`config.mk`:
```
export PLATFORM = sky130hd
export DESIGN_NAME = lane_hit_detect
export DESIGN_NICKNAME = d
export VERILOG_FILES = /design/src/rtl/lane_hit_detect.sv
export SDC_FILE = /design/constraint.sdc
export NUM_CORES = 1
export LEC_CHECK = 0
export CAP_MARGIN = 40
export CORE_MARGIN = 2
export CORE_UTILIZATION = 36
export CTS_BUF_LIST = sky130_fd_sc_hd__clkbuf_4 sky130_fd_sc_hd__clkbuf_8
export DETAILED_ROUTE_END_ITERATION = 10
export GPL_ROUTABILITY_DRIVEN = 0
export HOLD_SLACK_MARGIN = 0.12
export PLACE_DENSITY = 0.87
export SYNTH_ARGS = -nofsm -noshare
export SYNTH_HDL_FRONTEND = slang
export SYNTH_SLANG_ARGS = --single-unit
```
`constraint.sdc`:
```
create_clock -name clk -period 1.8 [get_ports clk]
set_input_delay 0.36 -clock clk [delete_from_list [all_inputs] [get_ports clk]]
set_output_delay 0.36 -clock clk [all_outputs]
set_load 0.005 [all_outputs]
```
`src/rtl/lane_hit_detect.sv`:
```
// lane_hit_detect: collision monitor for the lane playfield.
// Samples the pixel under the frog in its current lane and, after a grace
// period and a run of consecutive overlaps, latches a crash. The crash is
// broadcast on every hit bit and held, with the crashing lane, until reset.
module lane_hit_detect #(
    parameter int LANES   = 8,
    parameter int WIDTH   = 16,
    parameter int GRACE   = 4,
    parameter int CONFIRM = 2
) (
    input  logic                       clk,
    input  logic                       reset,
    input  logic                       enable,
    input  logic [$clog2(LANES):0]     frog_row,
    input  logic [$clog2(WIDTH)-1:0]   frog_col,
    input  logic [LANES*WIDTH-1:0]     lane_pixels,
    output logic [LANES-1:0]           hit,
    output logic [$clog2(LANES)-1:0]   hit_lane,
    output logic                       game_over
);

    localparam int ROW_W = $clog2(LANES) + 1;
    localparam int COL_W = $clog2(WIDTH);
    localparam int HL_W  = $clog2(LANES);
    localparam int GW    = (GRACE > 0) ? $clog2(GRACE + 1) : 1;
    localparam int CW    = $clog2(CONFIRM + 1);

    localparam logic [1:0] ST_GRACE   = 2'd0;
    localparam logic [1:0] ST_ARMED   = 2'd1;
    localparam logic [1:0] ST_CONFIRM = 2'd2;
    localparam logic [1:0] ST_DEAD    = 2'd3;

    // With no grace period the monitor comes out of reset already armed.
    localparam logic [1:0]    RST_STATE = (GRACE > 0) ? ST_GRACE : ST_ARMED;
    localparam logic [GW-1:0] RST_GCNT  = GW'(GRACE);

    logic [1:0]         state_q, state_d;
    logic [GW-1:0]      gcnt_q, gcnt_d;
    logic [CW-1:0]      ccnt_q, ccnt_d;
    logic [CW-1:0]      ccnt_inc_s;
    logic [ROW_W-1:0]   cap_q, cap_d;
    logic [HL_W-1:0]    hit_lane_q, hit_lane_d;
    logic [LANES-1:0]   hit_q, hit_d;
    logic               game_over_q, game_over_d;
    logic [WIDTH-1:0]   row_pix_s;
    logic               overlap_s;
    logic               dead_entry_s;

    // Select the frog's lane row and the pixel under the frog; safe rows read as empty.
    always_comb begin
        row_pix_s = {WIDTH{1'b0}};
        overlap_s = 1'b0;
        for (int k = 0; k < LANES; k++) begin
            if (frog_row == ROW_W'(k)) begin
                row_pix_s = lane_pixels[k*WIDTH +: WIDTH];
            end else begin
                row_pix_s = row_pix_s;
            end
        end
        // Column 0 is the leftmost pixel, i.e. the MSB of the lane row.
        for (int c = 0; c < WIDTH; c++) begin
            if (frog_col == COL_W'(c)) begin
                overlap_s = row_pix_s[WIDTH-1-c];
            end else begin
                overlap_s = overlap_s;
            end
        end
    end

    // Next-state logic for the grace / armed / confirm / dead sequence.
    always_comb begin
        state_d      = state_q;
        gcnt_d       = gcnt_q;
        ccnt_d       = ccnt_q;
        cap_d        = cap_q;
        hit_lane_d   = hit_lane_q;
        hit_d        = hit_q;
        game_over_d  = game_over_q;
        dead_entry_s = 1'b0;
        ccnt_inc_s   = ccnt_q + CW'(1);
        if (enable) begin
            case (state_q)
                ST_GRACE: begin
                    // Overlaps are ignored here, even on the edge that arms.
                    if (gcnt_q > GW'(1)) begin
                        gcnt_d = gcnt_q - GW'(1);
                    end else begin
                        gcnt_d  = {GW{1'b0}};
                        state_d = ST_ARMED;
                    end
                end
                ST_ARMED: begin
                    if (overlap_s) begin
                        if (CONFIRM <= 1) begin
                            dead_entry_s = 1'b1;
                        end else begin
                            state_d = ST_CONFIRM;
                            ccnt_d  = CW'(1);
                            cap_d   = frog_row;
                        end
                    end else begin
                        ccnt_d = {CW{1'b0}};
                    end
                end
                ST_CONFIRM: begin
                    if (overlap_s) begin
                        if (frog_row == cap_q) begin
                            if (ccnt_inc_s >= CW'(CONFIRM)) begin
                                dead_entry_s = 1'b1;
                            end else begin
                                ccnt_d = ccnt_inc_s;
                            end
                        end else begin
                            // A hit on a different lane starts a fresh run.
                            ccnt_d = CW'(1);
                            cap_d  = frog_row;
                        end
                    end else begin
                        state_d = ST_ARMED;
                        ccnt_d  = {CW{1'b0}};
                    end
                end
                ST_DEAD: begin
                    state_d = ST_DEAD;
                end
                default: begin
                    // Unreachable encoding: fail safe by freezing the lanes.
                    dead_entry_s = 1'b1;
                end
            endcase
        end else begin
            state_d = state_q;
        end
        if (dead_entry_s) begin
            state_d     = ST_DEAD;
            ccnt_d      = CW'(CONFIRM);
            hit_lane_d  = frog_row[HL_W-1:0];
            hit_d       = {LANES{1'b1}};
            game_over_d = 1'b1;
        end else begin
            hit_d = hit_d;
        end
    end

    // State, counters and registered outputs; asynchronous active-low reset.
    always_ff @(posedge clk or negedge reset) begin
        if (!reset) begin
            state_q     <= RST_STATE;
            gcnt_q      <= RST_GCNT;
            ccnt_q      <= {CW{1'b0}};
            cap_q       <= {ROW_W{1'b0}};
            hit_lane_q  <= {HL_W{1'b0}};
            hit_q       <= {LANES{1'b0}};
            game_over_q <= 1'b0;
        end else begin
            state_q     <= state_d;
            gcnt_q      <= gcnt_d;
            ccnt_q      <= ccnt_d;
            cap_q       <= cap_d;
            hit_lane_q  <= hit_lane_d;
            hit_q       <= hit_d;
            game_over_q <= game_over_d;
        end
    end

    assign hit       = hit_q;
    assign hit_lane  = hit_lane_q;
    assign game_over = game_over_q;

endmodule

```
==> results of run 1 <==
[cell usage after synthesis (3+ instances only)]
master / n / area [um^2]
buf_4: 14 / 105
a21oi_1: 18 / 90.1
xnor2_1: 3 / 26.3
buf_2: 10 / 50.1
buf_6: 4 / 45.0
nor2b_1: 6 / 37.5
o211ai_1: 6 / 45.0
o31ai_1: 3 / 22.5
nor4_1: 3 / 18.8
o2111ai_1: 4 / 35.0
nand3b_1: 7 / 52.6
mux2_4: 6 / 90.1
o21ai_0: 12 / 60.1
nand2_1: 28 / 105
and4b_1: 3 / 30.0
and2_1: 3 / 18.8
a21o_1: 5 / 37.5
nand4_1: 3 / 18.8
a311o_1: 3 / 30.0
a22oi_1: 3 / 22.5
clkbuf_1: 6 / 22.5
nand2b_1: 4 / 25.0
dfrtp_1: 14 / 350
a211oi_1: 6 / 45.0
nand3_1: 10 / 50.1
inv_1: 8 / 30.0
o22ai_1: 6 / 37.5
nor2_1: 33 / 124
mux2i_1: 24 / 240
a31oi_1: 4 / 25.0
nor3_1: 11 / 55.1
xor2_1: 3 / 26.3
[worst max-delay path, stage by stage]
cell and delay (ns):
buf_12 0.10, buf_4 0.13, clkinv_2 0.14, a2111oi_0 0.65, a211oi_2 0.09, nand4_1 0.16, a311o_1 0.24, a311oi_4 0.10
buf_6 0.15, o21bai_4 0.21, mux2_4 0.32
[power breakdown]
part / total, mW / switching, mW / internal, mW
Clock: 0.290 / 0.118 / 0.172
Sequential: 0.484 / 0.0783 / 0.406
Combinational: 1.30 / 0.542 / 0.758
[timing repair]
item / in CTS / in global routing
gates resized for setup: 85 / 38
setup endpoints to repair: 12 / 12
buffers inserted: 7 / 6
gates cloned: 0 / 1
pin swaps: 30 / 22
hold endpoints to repair: 0 / 0
[final cells by class]
| type | count | area, um^2 | share of cell area |
|---|---|---|---|
| clock buffer | 4 | 48.8 | 0.00961 |
| inverter | 10 | 41.3 | 0.00813 |
| multi-input combinational | 266 | 2170 | 0.428 |
| sequential | 15 | 377 | 0.0742 |
| tap | 96 | 120 | 0.0237 |
| timing repair buffer | 243 | 2320 | 0.457 |
[stage by stage]
step,util,setup TNS [ns]
after detailed placement,0.667,-14.33
after global placement,0.667,-12.56
after global routing,0.743,-10.80
after floorplan,-,-6.94
final,0.743,-7.77
after CTS,0.710,-6.27
[worst min path at each step]
| stage | startpoint | to | slack, ns |
|---|---|---|---|
| 2_1_floorplan | reset | cap_q[0]$_DFFE_PN0P_ | 0.06 |
| 3_3_place_gp | ccnt_q[1]$_DFFE_PN0P_ | ccnt_q[1]$_DFFE_PN0P_ | 0.47 |
| 3_5_place_dp | ccnt_q[1]$_DFFE_PN0P_ | ccnt_q[1]$_DFFE_PN0P_ | 0.47 |
| 4_1_cts | reset | ccnt_q[0]$_DFFE_PN0P_ | 0.43 |
| 5_1_grt | reset | ccnt_q[0]$_DFFE_PN0P_ | 0.45 |
| 6_report | reset | ccnt_q[0]$_DFFE_PN0P_ | 0.43 |
[registers in the layout, indices dropped and copies added (netlist names)]
name	flops
cap_q	4
ccnt_q	2
game_over	1
gcnt_q	3
hit_lane	3
state_q	2
[metal layers]
layer / part of all wire / wire [um] / GRT usage / up-vias
li1: - / - / - / 1664
met1: 0.35 / 4680 / 0.324 / 1828
met2: 0.49 / 6580 / 0.569 / 312
met3: 0.087 / 1170 / 0.0405 / 103
met4: 0.080 / 1080 / 0.168 / 0
met5: 0 / 0 / 0 / -
[cells by family after synthesis]
group | after synthesis | share of synthesized area
simple gates | 124 | 0.256
fa+ha+maj | 2 | 0.00982
mux | 33 | 0.147
xor+xnor | 6 | 0.0206
buf+inv | 47 | 0.113
compound gates | 101 | 0.306
flops | 15 | 0.148
[cells in the final DEF (no fill, tap or decap), types with 4 or more instances in the layout]
master           instances
inv_1                    8
nand3b_1                 7
a21oi_1                 18
nor2b_1                  5
dfrtp_1                 14
nand3_1                 10
buf_6                   10
mux2_4                   6
nor3_2                   4
nand2b_1                 4
clkdlybuf4s50_1        115
dlygate4sd2_1           19
o211ai_1                 6
mux2i_1                 22
dlymetal6s2s_1           7
buf_4                   76
nor3_1                   6
nor2_1                  29
buf_8                    4
a21o_1                   5
nand2_1                 27
o21ai_0                 10
buf_12                   5
==> out/metrics.csv, run 1 <==
stage;metric;value;unit
floorplan;# IOs;151;
floorplan;Die Y;88.1;um
critical_path;CP endpoint;hit_lane[2]$_DFFE_PN0P_;
run;Max-Cap Viols;0;
synthesis;synthesis-stage register bit count;15;
power;LEAKAGE;2.19;nW
critical_path;CP arrival;2.67;ns
detailed_routing;WL/cell;21.3;um
hold_path;worst hold path class;in -> async;
floorplan;core area;6830;um^2
layout;antenna cells;0;
placement;placed instance count;616;
synthesis;sequential share of the synthesized area;0.148;
floorplan;Die Wd;88.1;um
detailed_routing;drt first pass iters;5;
critical_path;reg2reg path depth;6;
layout;Synth-to-Final Area Change;99.2;%
timing;RSZ-0062 raised after global routing;yes;
power;Pwr per Cell Area;408;nW/um^2
cts;CTS sink cnt;15;
global_routing;vias in the first global route;3918;
synthesis;Cell Area, Synth;2550;um^2
global_routing;gr usage total;0.303;
detailed_routing;Vias/cell;6.16;
cts;Post-CTS Hold Buffers;0;
global_routing;first-pass GRT wire length;18.3;mm
synthesis;number of enable flip-flop cells after synthesis;0;
timing;fin crit share;1.41;
cts;Skew-Pair Late Insertion Delay;0.25;ns
detailed_routing;post-detailed-route count of antenna-violating nets;0;
timing;Min Hold Slack;0.428;ns
critical_path;Reg2Reg Setup Slack;-0.21;ns
timing;Slew HR;0.539;
synthesis;ys flop type;dfrtp_1;
timing;Max Clock Skew;0.00455;ns
detailed_routing;Initial DRC Count;317;
critical_path;CP Capture Type;flip-flop;
power;maximum vdd drop;0.000237;V
global_routing;largest net degree at the start of global routing;18;
floorplan;die area;7770;um^2
outcome;status;complete, but fails checks;
global_routing;overflow left after global routing;0;
timing;final worst setup slack;-0.740;ns
layout;final non-filler cell total;634;
critical_path;Setup Crit Path Kind;in -> reg;
timing;Final Hold Vio Count;0;
synthesis;Synth cell types;71;
detailed_routing;via count;3907;
timing;Slew Limit Fails;0;
synthesis;Async S/R FF share, synth;1.00;
synthesis;synth warn;0;
floorplan;starting density of the core;0.373;
detailed_routing;DRC;0;
timing;Final Setup Violations;12;
power;total power;2.07;mW
timing;Max Clock Freq;394;MHz
placement;DP HPWL;9.29;mm
cts;CTS clock-pin slew for the worst setup and hold paths;0.06;ns
cts;clock root buffer;clkbuf_8;
global_routing;antenna violations before repair;0;
critical_path;CP Launch Point;frog_row[0];
critical_path;reg2reg end;hit_lane[2]$_DFFE_PN0P_;
placement;Port Buffers;150;
critical_path;critical path fanouts, max;8;
placement;Setup WS pre-CTS;-1.27;ns
synthesis;Post-Syn Nets;469;
timing;post-layout minimum cycle time;2.54;ns
layout;Design Area, Final;5080;um^2
layout;layout cells sized above 1;0.309;
floorplan;row cnt;30;
critical_path;critical path required time;1.93;ns
critical_path;Startpoint Class;input pin;
layout;Fillers;458;
synthesis;synthesized area per cell;7.77;um^2
detailed_routing;WL final;13.5;mm
cts;CTS H-Tree Depth;1;
critical_path;Reg2Reg Launch Point;cap_q[3]$_DFFE_PN0P_;
synthesis;Cells after Synth;328;
layout;Post-layout nets;680;
outcome;failing checks;negative setup slack;
cts;cts bufs inserted;3;
timing;Slew @ Worst Pin;0.674;ns
placement;DP Area;4550;um^2
cts;CTS Buffer Depth;2;
cts;CTS tree;yes;
Power figures use the tool's default switching activity.
==> run 2: changes to the inputs <==
--- a/config.mk
+++ b/config.mk
@@ -7,12 +7,12 @@
 export LEC_CHECK = 0
 export CAP_MARGIN = 40
 export CORE_MARGIN = 2
-export CORE_UTILIZATION = 36
-export CTS_BUF_LIST = sky130_fd_sc_hd__clkbuf_4 sky130_fd_sc_hd__clkbuf_8
+export CORE_UTILIZATION = 35
+export CTS_CLUSTER_SIZE = 10
 export DETAILED_ROUTE_END_ITERATION = 10
 export GPL_ROUTABILITY_DRIVEN = 0
 export HOLD_SLACK_MARGIN = 0.12
-export PLACE_DENSITY = 0.87
+export PLACE_DENSITY = 0.86
 export SYNTH_ARGS = -nofsm -noshare
 export SYNTH_HDL_FRONTEND = slang
 export SYNTH_SLANG_ARGS = --single-unit
==> run 2 against run 1 <==
Net effect:
- the flow still finishes with violations (negative setup slack)
- first-iteration DRC count grew 45%
- register-to-register slack gained 0.02 ns
- clock power shrank 2%
- die area grew 2.7%
- clock skew grew 0.00076 ns
- maximum frequency shrank 2.2%
- cell area grew 7.5%
- worst hold slack gained 0.078 ns
- critical path depth shrank 2
- critical endpoint unchanged
- highest routed layer unchanged
==> out/metrics.csv, run 2 (same netlist as run 1, synthesis figures left out) <==
stage;metric;value;unit
detailed_routing;Vias/cell;6.33;
layout;Largest register FFs;4;
floorplan;die area;7980;um^2
power;part of the power in the clock network;0.129;
timing;Max Clock Freq;385;MHz
timing;final setup TNS;-8.37;ns
timing;Slew HR;0.559;
layout;Core Util, Final;0.765;
power;Pwr per Cell Area;402;nW/um^2
cts;CTS tree;yes;
critical_path;Max stage delay on crit path;0.50;ns
cts;cts bufs inserted;3;
global_routing;met1 global-route usage;0.322;
outcome;status;complete, but fails checks;
global_routing;met3 Use GR;0.0545;
cts;clock root buffer;clkbuf_8;
timing;Slew Limit Fails;0;
layout;most frequent cells in the layout;clkdlybuf4s50_1, buf_4, nand2_1, nor2_1, dlygate4sd2_1;
hold_path;worst hold path class;in -> async;
global_routing;gr busiest metal;met2;
timing;RSZ-0062 raised after global routing;yes;
critical_path;Reg2Reg Launch Point;cap_q[3]$_DFFE_PN0P_;
global_routing;met2 usage;0.537;
cts;Skew-Pair Late Insertion Delay;0.26;ns
layout;Post-layout nets;691;
outcome;failing checks;negative setup slack;
power;Int Power;1.38;mW
critical_path;CP max stage cell;clkdlybuf4s50_1;
cts;CTS H-Tree Depth;1;
critical_path;critical path fanouts, max;5;
power;total power;2.20;mW
layout;commonest non-fill, non-tap cell in the layout;clkdlybuf4s50_1;
global_routing;vias in the first global route;3781;
floorplan;# IOs;151;
global_routing;gr usage total;0.299;
critical_path;CP arrival;2.74;ns
power;maximum vdd drop;0.000227;V
detailed_routing;DRC;0;
power;combinational power share;0.650;
cts;CTS sink cnt;15;
critical_path;CP cell instances;clkdlybuf4s50_1 -> mux2i_1 -> nor2_1 -> nor4_4 -> a311o_1 -> a311oi_4 -> buf_4 -> o21bai_4 -> mux2_4;
placement;DP HPWL;9.02;mm
power;Net Sw Frac;0.369;
detailed_routing;drt first pass iters;5;
power;Sequential Power Share;0.221;
power;Sw Pwr;0.811;mW
timing;Slew @ Worst Pin;0.660;ns
critical_path;critical path required time;1.94;ns
detailed_routing;WL final;15.5;mm
critical_path;reg2reg path depth;6;
cts;CTS clock-pin slew for the worst setup and hold paths;0.06;ns
global_routing;first-pass GRT wire length;18.4;mm
layout;layout cells sized above 1;0.355;
critical_path;Setup Crit Path Kind;in -> reg;
placement;Port Buffers;150;
timing;Final Setup Violations;12;
floorplan;row cnt;31;
cts;CTS Buffer Depth;2;
floorplan;core area;7140;um^2
critical_path;CP Capture Type;flip-flop;
global_routing;largest net degree at the start of global routing;25;
critical_path;CP Launch Point;lane_pixels[122];
global_routing;overflow left after global routing;0;
timing;post-layout minimum cycle time;2.60;ns
cts;Post-CTS Hold Buffers;0;
critical_path;Reg2Reg Setup Slack;-0.19;ns
timing;Final Hold Vio Count;0;
detailed_routing;post-detailed-route count of antenna-violating nets;0;
timing;fin crit share;1.44;
run;Max-Cap Viols;0;
detailed_routing;WL/cell;23.8;um
timing;Max Clock Skew;0.00531;ns
floorplan;starting density of the core;0.357;
global_routing;antenna violations before repair;3;
floorplan;Die Y;89.3;um
floorplan;Die Wd;89.3;um
power;LEAKAGE;2.40;nW
layout;Synth-to-Final Area Change;114;%
placement;DP Area;4540;um^2
layout;Fillers;429;
detailed_routing;via count;4121;
layout;register with the most flip-flops;cap_q;
layout;Design Area, Final;5460;um^2
critical_path;reg2reg end;hit_lane[2]$_DFFE_PN0P_;
timing;final worst setup slack;-0.797;ns
detailed_routing;Initial DRC Count;461;
critical_path;Startpoint Class;input pin;
run 2: worst max-delay path by stage:
stage	to	slack, ns
final	hit_lane[2]$_DFFE_PN0P_	-0.80
after global routing	cap_q[2]$_DFFE_PN0P_	-0.96
after floorplan	hit_lane[0]$_DFFE_PN0P_	-0.69
after global placement	hit_lane[1]$_DFFE_PN0P_	-1.14
after CTS	hit_lane[2]$_DFFE_PN0P_	-0.65
after detailed placement	hit_lane[2]$_DFFE_PN0P_	-1.22
run 2: stage by stage:
step	setup slack, ns	std cells	hold WS (ns)
final	-0.797	651	0.506
after global routing	-0.963	651	0.522
after CTS	-0.647	636	0.506
after detailed placement	-1.22	617	0.489
after global placement	-1.14	617	0.475
after floorplan	-0.688	328	0.0644
run 2: area by class of cell:
cell class	instances	area, um^2	area share
antenna	3	7.51	0.00138
clock buffer	4	45.0	0.00825
inverter	10	45.0	0.00825
multi-input combinational	267	2310	0.423
sequential	15	377	0.0690
tap	99	124	0.0227
timing repair buffer	253	2550	0.467
run 2: routing by layer:
layer	up-vias	wire [um]
met5	-	0
met4	0	1540
met3	150	1500
met2	398	7330
met1	1888	5130
li1	1685	-
run 2: worst max-delay path: cells and delay by family:
family / cells / cell delay, ns
AO/OA/AOI/OAI: 3 / 0.57
buffers and inverters: 2 / 0.67
multiplexers: 2 / 0.65
AND/OR/NAND/NOR: 2 / 0.48
run 2: what timing repair did:
| action | CTS | global route |
|---|---|---|
| endpoints found under the setup margin | 12 | 12 |
| gates cloned | 4 | 2 |
| resized for setup | 72 | 103 |
| setup buffers | 11 | 11 |
| endpoints found under the hold margin | 0 | 0 |
| pin swaps | 35 | 42 |
run 2: power by group through the flow:
stage / Clock [mW] / Sequential, mW / Combinational (mW)
after global routing: 0.298 / 0.492 / 1.49
after CTS: 0.283 / 0.479 / 1.19
final: 0.283 / 0.485 / 1.43
after floorplan: 0 / 0.445 / 0.571
after detailed placement: 0 / 0.481 / 1.12
after global placement: 0 / 0.475 / 1.09
==> run 3: changes to the inputs <==
--- a/config.mk
+++ b/config.mk
@@ -13,6 +13,7 @@
 export GPL_ROUTABILITY_DRIVEN = 0
 export HOLD_SLACK_MARGIN = 0.12
 export PLACE_DENSITY = 0.86
+export SETUP_SLACK_MARGIN = 0.4
 export SYNTH_ARGS = -nofsm -noshare
 export SYNTH_HDL_FRONTEND = slang
 export SYNTH_SLANG_ARGS = --single-unit
==> run 3 against run 2 <==
Net effect:
- the flow finishes with violations (design-rule violations, negative setup slack)
- combinational power barely moved
- core utilization rose by 0.58 points
- non-clock buffer count rose by 6
- critical endpoint unchanged
- clock skew fell by 0.0016 ns
- flip-flop and latch count did not move
- maximum frequency fell by 6.2%
- highest routed layer unchanged
- critical path type unchanged
- worst hold slack got worse by 0.0069 ns
- routed wire length fell by 0.31%
- sequential share of layout area fell by 0.052 points
- register-to-register slack improved by 0.02 ns
- largest power group unchanged
==> out/metrics.csv, run 3 (same netlist as run 1, synthesis figures left out) <==
stage;metric;value;unit
outcome;status;complete, but fails checks;
outcome;failing checks;design-rule violations, negative setup slack;
detailed_routing;post-detailed-route count of antenna-violating nets;0;
detailed_routing;drt first pass iters;10;
detailed_routing;Vias/cell;6.35;
floorplan;Die Y;89.3;um
layout;register with the most flip-flops;cap_q;
power;part of the power in the clock network;0.127;
cts;CTS clock-pin slew for the worst setup and hold paths;0.06;ns
placement;DP HPWL;9.02;mm
critical_path;Reg2Reg Launch Point;cap_q[3]$_DFFE_PN0P_;
critical_path;critical path required time;1.94;ns
critical_path;CP cell instances;clkdlybuf4s15_1 -> buf_4 -> mux2i_1 -> nor2_1 -> nor4_4 -> a311o_1 -> a311oi_4 -> buf_4 -> o21bai_4 -> mux2_4;
hold_path;worst hold path class;reg -> reg;
power;LEAKAGE;2.45;nW
cts;Skew-Pair Late Insertion Delay;0.25;ns
layout;Core Util, Final;0.770;
floorplan;# IOs;151;
power;Pwr per Cell Area;398;nW/um^2
global_routing;gr usage total;0.300;
critical_path;Reg2Reg Setup Slack;-0.17;ns
global_routing;vias in the first global route;3790;
critical_path;CP max stage cell;mux2i_1;
power;Sequential Power Share;0.218;
global_routing;antenna violations before repair;0;
cts;CTS Buffer Depth;2;
timing;fin crit share;1.54;
layout;Synth-to-Final Area Change;116;%
timing;Final Setup Violations;12;
critical_path;reg2reg end;hit_lane[2]$_DFFE_PN0P_;
timing;Max Clock Freq;361;MHz
critical_path;CP bufs+invs;3;
layout;antenna cells;0;
floorplan;core area;7140;um^2
run;Max-Cap Viols;0;
timing;final setup TNS;-10.02;ns
timing;post-layout minimum cycle time;2.77;ns
floorplan;die area;7980;um^2
hold_path;hold path depth;2;
critical_path;Max stage delay on crit path;0.44;ns
detailed_routing;via count;4151;
critical_path;reg2reg path depth;6;
cts;CTS sink cnt;15;
power;combinational power share;0.655;
global_routing;overflow left after global routing;0;
floorplan;starting density of the core;0.357;
placement;DP Area;4540;um^2
cts;CTS tree;yes;
critical_path;CP delay by family, top;multiplexers;
critical_path;Setup Crit Path Kind;in -> reg;
timing;Slew HR;0.563;
power;total power;2.19;mW
timing;RSZ-0062 raised after global routing;yes;
layout;Fillers;424;
critical_path;most frequent cell on the critical path;buf_4;
layout;layout cells sized above 1;0.362;
timing;Max Clock Skew;0.00370;ns
layout;Largest register FFs;4;
critical_path;CP Launch Point;frog_col[0];
power;maximum vdd drop;0.000227;V
detailed_routing;WL/cell;23.6;um
cts;Post-CTS Hold Buffers;0;
power;Int Power;1.39;mW
placement;Setup WS pre-CTS;-1.22;ns
detailed_routing;DRC;1;
global_routing;first-pass GRT wire length;18.5;mm
layout;Multi-input gate area;2310;um^2
global_routing;largest net degree at the start of global routing;25;
floorplan;row cnt;31;
critical_path;Startpoint Class;input pin;
critical_path;critical path fanouts, max;7;
cts;CTS H-Tree Depth;1;
power;Net Sw Frac;0.365;
layout;commonest non-fill, non-tap cell in the layout;clkdlybuf4s50_1;
critical_path;CP Depth;10;
cts;clock root buffer;clkbuf_8;
layout;Design Area, Final;5500;um^2
critical_path;CP arrival;2.91;ns
layout;most frequent cells in the layout;clkdlybuf4s50_1, buf_4, nand2_1, nor2_1, dlygate4sd2_1;
timing;Final Hold Vio Count;0;
timing;Slew Limit Fails;0;
detailed_routing;Initial DRC Count;372;
cts;cts bufs inserted;3;
power;Sw Pwr;0.798;mW
critical_path;CP Capture Type;flip-flop;
layout;FF/Latch Area;377;um^2
floorplan;Die Wd;89.3;um
critical_path;CP endpoint;hit_lane[2]$_DFFE_PN0P_;
timing;final worst setup slack;-0.967;ns
placement;Port Buffers;150;
layout;Post-layout nets;697;
timing;Slew @ Worst Pin;0.653;ns
detailed_routing;WL final;15.5;mm
==> run 3: cell count changes in the layout (fill, tap and decap cells not counted) <==
cell             change
buf_4                +5
clkdlybuf4s50_1      -3
diode_2              -3
dlygate4sd2_1        +3
buf_8                +1
==> run 3: how the worst min path moves through the flow <==
stage                          startpoint               endpoint  slack [ns]
global placement    ccnt_q[1]$_DFFE_PN0P_  ccnt_q[1]$_DFFE_PN0P_        0.47
detailed placement  ccnt_q[1]$_DFFE_PN0P_  ccnt_q[1]$_DFFE_PN0P_        0.49
floorplan                           reset   cap_q[0]$_DFFE_PN0P_        0.06
global route                  frog_row[2]   cap_q[2]$_DFFE_PN0P_        0.53
CTS                 ccnt_q[1]$_DFFE_PN0P_  ccnt_q[1]$_DFFE_PN0P_        0.51
finish              ccnt_q[1]$_DFFE_PN0P_  ccnt_q[1]$_DFFE_PN0P_        0.50
==> run 3: per-layer routing <==
layer / part of all wire / up-vias / wire length (um) / GRT usage
li1: - / 1696 / - / -
met2: 0.46 / 396 / 7150 / 0.540
met1: 0.32 / 1888 / 4900 / 0.324
met4: 0.11 / 0 / 1740 / 0.182
met3: 0.11 / 171 / 1680 / 0.0545
met5: 0 / - / 0 / 0
==> run 3: power by group through the flow <==
stage | Combinational [mW] | Clock (mW) | Sequential (mW)
2_1_floorplan | 0.571 | 0 | 0.445
3_3_place_gp | 1.09 | 0 | 0.475
3_5_place_dp | 1.12 | 0 | 0.481
4_1_cts | 1.20 | 0.283 | 0.478
5_1_grt | 1.49 | 0.298 | 0.490
6_report | 1.43 | 0.277 | 0.478
==> run 3: per-stage QoR <==
step	hold WS, ns	cells
2_1_floorplan	0.0644	328
5_1_grt	0.525	654
3_5_place_dp	0.489	617
3_3_place_gp	0.475	617
6_report	0.499	654
4_1_cts	0.506	639
==> run 3: area by class of cell <==
cell class / count / area share
timing repair buffer: 259 / 0.473
sequential: 15 / 0.0685
tap: 99 / 0.0225
inverter: 10 / 0.00819
clock buffer: 4 / 0.00819
multi-input combinational: 267 / 0.420
==> run 3: worst register-to-register path, delay by kind of cell (launching register included) <==
family,cells,cell delay (ns)
flops,1,0.40
xor+xnor,1,0.18
simple gates,3,0.70
mux,1,0.32
compound gates,1,0.25
==> run 3: what timing repair did <==
action,in CTS,in global routing
pin swaps,35,42
resized for setup,75,104
gates cloned,4,2
setup endpoints to repair,24,21
setup buffers,14,13
